### config.mk
export PLATFORM = sky130hd
export DESIGN_NAME = wb_soc_reg_slave
export DESIGN_NICKNAME = d
export VERILOG_FILES = /design/src/rtl/wb_soc_pkg.sv /design/src/rtl/wb_soc_reg_slave_irq.sv /design/src/rtl/wb_soc_reg_slave.sv
export SDC_FILE = /design/constraint.sdc
export NUM_CORES = 1
export LEC_CHECK = 0
export CAP_MARGIN = 5
export CORE_ASPECT_RATIO = 0.5
export CORE_MARGIN = 1.5
export CORE_UTILIZATION = 42
export CTS_CLUSTER_SIZE = 14
export DETAILED_ROUTE_END_ITERATION = 10
export GPL_TIMING_DRIVEN = 0
export MAX_ROUTING_LAYER = met4
export PLACE_DENSITY = 0.84
export SYNTH_ARGS = -nofsm -noshare
export SYNTH_HDL_FRONTEND = slang
export SYNTH_SLANG_ARGS = --single-unit
### constraint.sdc
create_clock -name p_clk -period 3.8 [get_ports p_clk]
set_input_delay 0.76 -clock p_clk [delete_from_list [all_inputs] [get_ports p_clk]]
set_output_delay 0.76 -clock p_clk [all_outputs]
set_load 0.005 [all_outputs]
### src/rtl/wb_soc_pkg.sv
// Shared definitions for the Wishbone SoC register slave: register offsets,
// bit positions and the byte-lane merge helper.
package wb_soc_pkg;

    // Register offsets, decoded from ADR_I[3:2]
    typedef enum logic [1:0] {
        REG_ADDR   = 2'd0,
        REG_CTRL   = 2'd1,
        REG_STATUS = 2'd2,
        REG_MASK   = 2'd3
    } reg_sel_e;

    localparam int unsigned CTRL_EN   = 0;
    localparam int unsigned STAT_PEND = 0;

    // Replace only the byte lanes whose SEL bit is set
    function automatic logic [31:0] lane_merge(input logic [31:0] old_data,
                                               input logic [31:0] new_data,
                                               input logic [3:0]  sel);
        logic [31:0] merged;
        merged = old_data;
        for (int unsigned n = 0; n < 4; n++) begin
            if (sel[n]) begin
                merged[8*n +: 8] = new_data[8*n +: 8];
            end
        end
        return merged;
    endfunction

endpackage

### src/rtl/wb_soc_reg_slave_irq.sv
// irq_edge_latch: rising-edge detector on raise_irq feeding a sticky pending
// flag. A new edge wins over a simultaneous clear so no event is lost.
module irq_edge_latch (
    input  logic p_clk,
    input  logic p_resetn,
    input  logic raise_irq,
    input  logic clear,
    output logic pend
);

    logic rq_d;
    logic set;

    assign set = raise_irq & ~rq_d;

    // Edge-detect delay stage and set-priority pending latch
    always_ff @(posedge p_clk or negedge p_resetn) begin
        if (!p_resetn) begin
            rq_d <= 1'b0;
            pend <= 1'b0;
        end else begin
            rq_d <= raise_irq;
            if (set) begin
                pend <= 1'b1;
            end else if (clear) begin
                pend <= 1'b0;
            end
        end
    end

endmodule

### src/rtl/wb_soc_reg_slave.sv
// wb_soc_reg_slave: Wishbone B3 classic register slave for the video module.
// Holds the frame base address, run enable and a sticky interrupt latch.
// Optional feature: define WB_SOC_SLAVE_IRQ_MASK_EN to add a R/W MASK bit at
// offset 3 that gates the irq output (PEND still latches while masked).
module wb_soc_reg_slave #(
    parameter logic [31:0] ADDR_RESET = 32'h4100_0000
) (
    input  logic        p_clk,
    input  logic        p_resetn,
    input  logic        raise_irq,
    output logic        irq,
    output logic [31:0] module_register,
    output logic        initialized,
    output logic        written,
    input  logic [31:0] p_wb_reg_DAT_I,
    output logic [31:0] p_wb_reg_DAT_O,
    input  logic [31:0] p_wb_reg_ADR_I,
    output logic        p_wb_reg_ACK_O,
    input  logic        p_wb_reg_CYC_I,
    output logic        p_wb_reg_ERR_O,
    input  logic        p_wb_reg_LOCK_I,
    output logic        p_wb_reg_RTY_O,
    input  logic [3:0]  p_wb_reg_SEL_I,
    input  logic        p_wb_reg_STB_I,
    input  logic        p_wb_reg_WE_I
);

    import wb_soc_pkg::*;

    logic        acc;
    logic        wr_acc;
    logic        rd_acc;
    reg_sel_e    reg_sel;
    logic        pend_clear;
    logic        pend;
    logic        mask_q;
    logic [31:0] rdata;
    logic        unused_inputs;

    assign acc     = p_wb_reg_CYC_I & p_wb_reg_STB_I & ~p_wb_reg_ACK_O;
    assign wr_acc  = acc & p_wb_reg_WE_I;
    assign rd_acc  = acc & ~p_wb_reg_WE_I;
    assign reg_sel = reg_sel_e'(p_wb_reg_ADR_I[3:2]);

    assign pend_clear = wr_acc && (reg_sel == REG_STATUS) &&
                        p_wb_reg_SEL_I[0] && p_wb_reg_DAT_I[STAT_PEND];

    assign p_wb_reg_ERR_O = 1'b0;
    assign p_wb_reg_RTY_O = 1'b0;

    assign unused_inputs = ^{p_wb_reg_ADR_I[31:4], p_wb_reg_ADR_I[1:0], p_wb_reg_LOCK_I};

    irq_edge_latch u_irq_latch (
        .p_clk     (p_clk),
        .p_resetn  (p_resetn),
        .raise_irq (raise_irq),
        .clear     (pend_clear),
        .pend      (pend)
    );

`ifdef WB_SOC_SLAVE_IRQ_MASK_EN
    // Interrupt mask bit, reset to unmasked
    always_ff @(posedge p_clk or negedge p_resetn) begin
        if (!p_resetn) begin
            mask_q <= 1'b1;
        end else if (wr_acc && (reg_sel == REG_MASK) && p_wb_reg_SEL_I[0]) begin
            mask_q <= p_wb_reg_DAT_I[0];
        end
    end
`else
    assign mask_q = 1'b1;
`endif

    // Read-data mux; unmapped bits read zero
    always_comb begin
        rdata = '0;
        unique case (reg_sel)
            REG_ADDR:   rdata = module_register;
            REG_CTRL:   rdata[CTRL_EN] = written;
            REG_STATUS: rdata[STAT_PEND] = pend;
            REG_MASK: begin
`ifdef WB_SOC_SLAVE_IRQ_MASK_EN
                rdata[0] = mask_q;
`endif
            end
            default:    rdata = '0;
        endcase
    end

    // Bus handshake, register writes and registered read data
    always_ff @(posedge p_clk or negedge p_resetn) begin
        if (!p_resetn) begin
            p_wb_reg_ACK_O  <= 1'b0;
            p_wb_reg_DAT_O  <= '0;
            module_register <= ADDR_RESET;
            initialized     <= 1'b0;
            written         <= 1'b0;
        end else begin
            p_wb_reg_ACK_O <= acc;
            if (rd_acc) begin
                p_wb_reg_DAT_O <= rdata;
            end
            if (wr_acc) begin
                unique case (reg_sel)
                    REG_ADDR: begin
                        module_register <= lane_merge(module_register, p_wb_reg_DAT_I,
                                                      p_wb_reg_SEL_I);
                        if (p_wb_reg_SEL_I != 4'b0000) begin
                            initialized <= 1'b1;
                        end
                    end
                    REG_CTRL: begin
                        if (p_wb_reg_SEL_I[0]) begin
                            written <= p_wb_reg_DAT_I[CTRL_EN];
                        end
                    end
                    default: ;
                endcase
            end
        end
    end

    // Registered interrupt output; follows PEND one cycle later
    always_ff @(posedge p_clk or negedge p_resetn) begin
        if (!p_resetn) begin
            irq <= 1'b0;
        end else begin
            irq <= pend & mask_q;
        end
    end

endmodule

# Yosys cells after proc, flatten, opt, wreduce, memory -nomap -nowiden
# Index checks and enable logic that the tools add are counted.
[totals]
register_bits = 70
inputBits = 75
[classes]
reduce_logical = 12
eq_ne = 2
n_bitwise = 8
n_mux = 4
[ops]
columns = ["cell", "n"]
rows = [
  ["two-way mux 31 bit", 1],
  ["AND reduction 3 bit", 6],
  ["bitwise AND 1 bit", 5],
  ["nonzero test 4 bit", 1],
  ["logical AND 1 bit", 3],
  ["inverter 1 bit", 3],
  ["case mux 1 bit (3 select lines)", 1],
  ["== test 2 x 1 -> 1 bit, second input constant", 1],
  ["== test 2 bit, second input constant", 1],
  ["logical NOT 2 bit", 1],
  ["two-way mux 1 bit", 2],
  ["nonzero test 2 bit", 1],
]

# Depth between registers and ports, before layout
[logic_depth]
word_depth = 8
depth_mapped = 5

# Modules after synthesis
# A second synthesis with hierarchy kept.
[unflattened]
cells_unflattened = 232
hier_area_um2 = 2806.4
[modules_own_cells]
columns = ["mod", "instances", "area_each_um2", "cells_each"]
rows = [
  ["wb_soc_reg_slave", 1, 2736.4, 227],
  ["irq_edge_latch", 1, 70.1, 5],
]

# Least setup slack after synthesis
# OpenSTA, ideal clock, no wires.
[synth_timing]
kind = "input to register"
startpoint = "in p_wb_reg_CYC_I"
endpoint = "reg module_register[28]"
cell_stages = 4
setup_slack_ns = 2.122
t_arrival_ns = 1.554
required_time_ns = 3.675
cell_sequence = "and4b_1 > buf_6 > nand3_4 > mux2_2"
[synth_between]
elab_chain_cells = 4
[synth_lines]
columns = ["element", "line_no", "source"]
rows = [
  ["start, declared", "wb_soc_reg_slave.sv:19", "input logic p_wb_reg_CYC_I,"],
  ["bitwise AND 1 bit (2 in a row)", "wb_soc_reg_slave.sv:40", "assign acc = p_wb_reg_CYC_I & p_wb_reg_STB_I & ~p_wb_reg_ACK_O;"],
  ["bitwise AND 1 bit", "wb_soc_reg_slave.sv:41", "assign wr_acc = acc & p_wb_reg_WE_I;"],
  ["AND reduction 3 bit (no source line)", "-", ""],
  ["end signal, assigned", "wb_soc_reg_slave.sv:106", "module_register <= lane_merge(module_register, p_wb_reg_DAT_I,"],
  ["end, declared", "wb_soc_reg_slave.sv:12", "output logic [31:0] module_register,"],
]
# Every way passes these cells.
# A chain may end at the register's enable or synchronous reset.

# Worst setup path in the final report
[layout_timing]
startpoint = "reg module_register[24]"
endpoint = "out module_register[24]"
# No word-level cell between the ends.

==> impl_metrics.yaml <==
yosys:
  synth_warnings: 0
  synth.avg_cell_area_um2: 12.2
  synth_seq_cells: 70
  yosysSeqAreaShare: 0.627
  netlist_area_um2: 2800
  syn_inst: 229
  synth_cell_types: 25
floorplan:
  die-height_um: 60.7
  core_area_um2: 6260
  io_pins: 145
  die_area_um2: 7190
  die_width_um: 118
  start_util: 0.447
  core.rowCount: 20
hold_path:
  hold_start: "u_irq_latch.pend"
  hold_class: "flip-flop to flip-flop"
clock_tree:
  clock-sinks: 70
  clk_latency_ns: 0.32
  clockBufferDepth: 2
  cts_buffers: 9
  cts_tree: "built"
  root_buffer: "clkbuf_16"
  clk_pin_slew_ns: 0.05
  post_cts_buffers: 0
  hold_buffers: 0
  htreeDepth: 3
  cts_resized: 0
sta:
  fin_crit_ns: 2.12
  hold_viol: 0
  fin_ws_ns: 1.68
  tightest_slew_ns: 0.865
  whs_ns: 0.400
  fin_crit_sh: 0.558
  final_max_slew_viol_count: 0
  setup_viol: 0
  relSlewSlack: 0.423
  rsz0062_at_grt: "false"
  fmax_mhz: 471
  finClkSkew_ns: 0.00419
critical_path:
  crit_fanout: 3
  reg2regPathDepth: 5
  crit_arrival_ns: 1.36
  rr_startpoint: "p_wb_reg_ACK_O"
  r2r_setup_slack_ns: 2.36
  worstPathCellList: "clkdlybuf4s50_1"
  worst_path_max_delay_cell: "dfstp_2"
  critPathLaunchType: "flip-flop"
  crit_start: "module_register[24]"
  cp-end-kind: "output port"
  reg2reg_to: "p_wb_reg_DAT_O[9]"
  required_ns: 3.04
  slowest_delay_ns: 0.54
  cp.depth: 1
  crit_path_end: "module_register[24]"
  crit_type: "flip-flop to output port"
  critPathTopFamily: "flip-flops"
  path_buf_inv: 1
run_status:
  status: "completed"
cells_and_area:
  fin_util: 0.683
  final_cell_mix: "clkdlybuf4s50_1 (110), dfrtp_1 (68), nand2_1 (63), mux2_2 (31), o21ai_0 (31)"
  syn2layout_area_growth_pct: 52.9
  design_area_um2: 4280
  drive_gt1_frac: 0.175
  final_common_cell: "clkdlybuf4s50_1"
  nets: 427
  diodes: 0
grt:
  first_global_vias: 2306
  antenna_found_initial: 0
  grt_start_max_net_pins: 71
  grt_pass1_wl_mm: 11.3
  grt-ovfl-total: 0
  gr-usage-all-layers: 0.216
detailed_routing:
  antenna_left: 0
  first_iter_violations: 159
  drc: 0
  drt-total-wl_mm: 7.08
  first_pass_iters: 4
  vias: 2176
  wl_per_cell_um: 16.0
  viasPerCell: 4.91
place:
  dpl_cell_area_um2: 4020
  port_buffers: 111
  dp_slack_ns: 1.53
  dp_hpwl_mm: 5.02
  gp_routability_congestion: 0.734
power:
  vdd_drop_max_mv: 0.233
  p_per_area_nw_per_um2: 477
  power_switching_share: 0.233
  p_sw_w: 0.000475
  clock_power_share: 0.355
  intPower_w: 0.00156
  combPwrFrac: 0.196
  p_leak_nw: 1.84
  seq_power_share: 0.449
run:
  max_cap_viol_count: 0
## area by class of cell
class,instances,area [um2]
Buffer,13,68.8
Fill cell,448,1980
Inverter,1,3.75
Multi-Input combinational cell,146,973
Timing Repair Buffer,111,1110
Tap cell,88,110
Clock buffer,12,246
Sequential cell,70,1750
Clock inverter,2,10.0
## cells by family (layout without fill, tap and decap cells)
| group | Yosys count | in the layout | synth area share |
|---|---|---|---|
| and+or+nand+nor | 75 | 75 | 0.136 |
| DFF | 70 | 70 | 0.627 |
| buffers and inverters | 14 | 139 | 0.0259 |
| other | 1 | 2 | 0.00134 |
| AOI/OAI and AO/OA | 34 | 34 | 0.0649 |
| muxes | 35 | 35 | 0.145 |
## registers in the layout, indices dropped and copies added, names as in the netlist
| signal | cells |
|---|---|
| p_wb_reg_DAT_O | 32 |
| u_irq_latch.pend | 1 |
| written | 1 |
| p_wb_reg_ACK_O | 1 |
| u_irq_latch.rq_d | 1 |
| irq | 1 |
| initialized | 1 |
| module_register | 32 |
## synth_stat cells, drive strengths merged
master / n / area [um2]
inv: 1 / 3.75
nand4bb: 1 / 11.3
conb: 1 / 3.75
mux2i: 1 / 10.0
buf: 7 / 46.3
nand3: 4 / 70.1
nor2: 2 / 23.8
nand4: 1 / 6.26
o2bb2ai: 1 / 8.76
a22o: 1 / 8.76
mux2: 34 / 394
and4b: 1 / 10.0
clkbuf: 6 / 22.5
dfstp: 2 / 52.6
o21ai: 31 / 155
a31o: 1 / 8.76
nand2: 63 / 236
nand4b: 1 / 8.76
nor2b: 1 / 6.26
or4: 1 / 7.51
dfrtp: 68 / 1700
## how the worst min path moves through the flow
stage               cells after the start  end  slack (ns)
finish                                  0  irq        0.40
global route                            0  irq        0.43
floorplan                               0  irq        0.38
detailed placement                      0  irq        0.39
global placement                        0  irq        0.39
CTS                                     0  irq        0.40
## layer usage
layer,vias up,global-route usage,routed length (um)
li1,1020,-,-
met1,1074,0.237,2860
met2,66,0.385,3740
met3,16,0.0517,299
met4,0,0.108,184
met5,-,-,0
## power by group through the flow
stage               Combinational (W)  Sequential (W)  Clock, W
global route                 0.000431        0.000926  0.000767
CTS                          0.000406        0.000915  0.000737
detailed placement           0.000401        0.000926         0
global placement             0.000390        0.000919         0
floorplan                    0.000109        0.000923         0
finish                       0.000399        0.000915  0.000723
## metrics by stage
stage | setup TNS (ns) | power, W | cells
6_report | 0 | 0.00204 | 443
5_1_grt | 0 | 0.00212 | 443
4_1_cts | 0 | 0.00206 | 443
3_5_place_dp | 0 | 0.00133 | 429
3_3_place_gp | -11.40 | 0.00131 | 429
2_1_floorplan | 0 | 0.00103 | 230
Power figures use the tool's default switching activity.
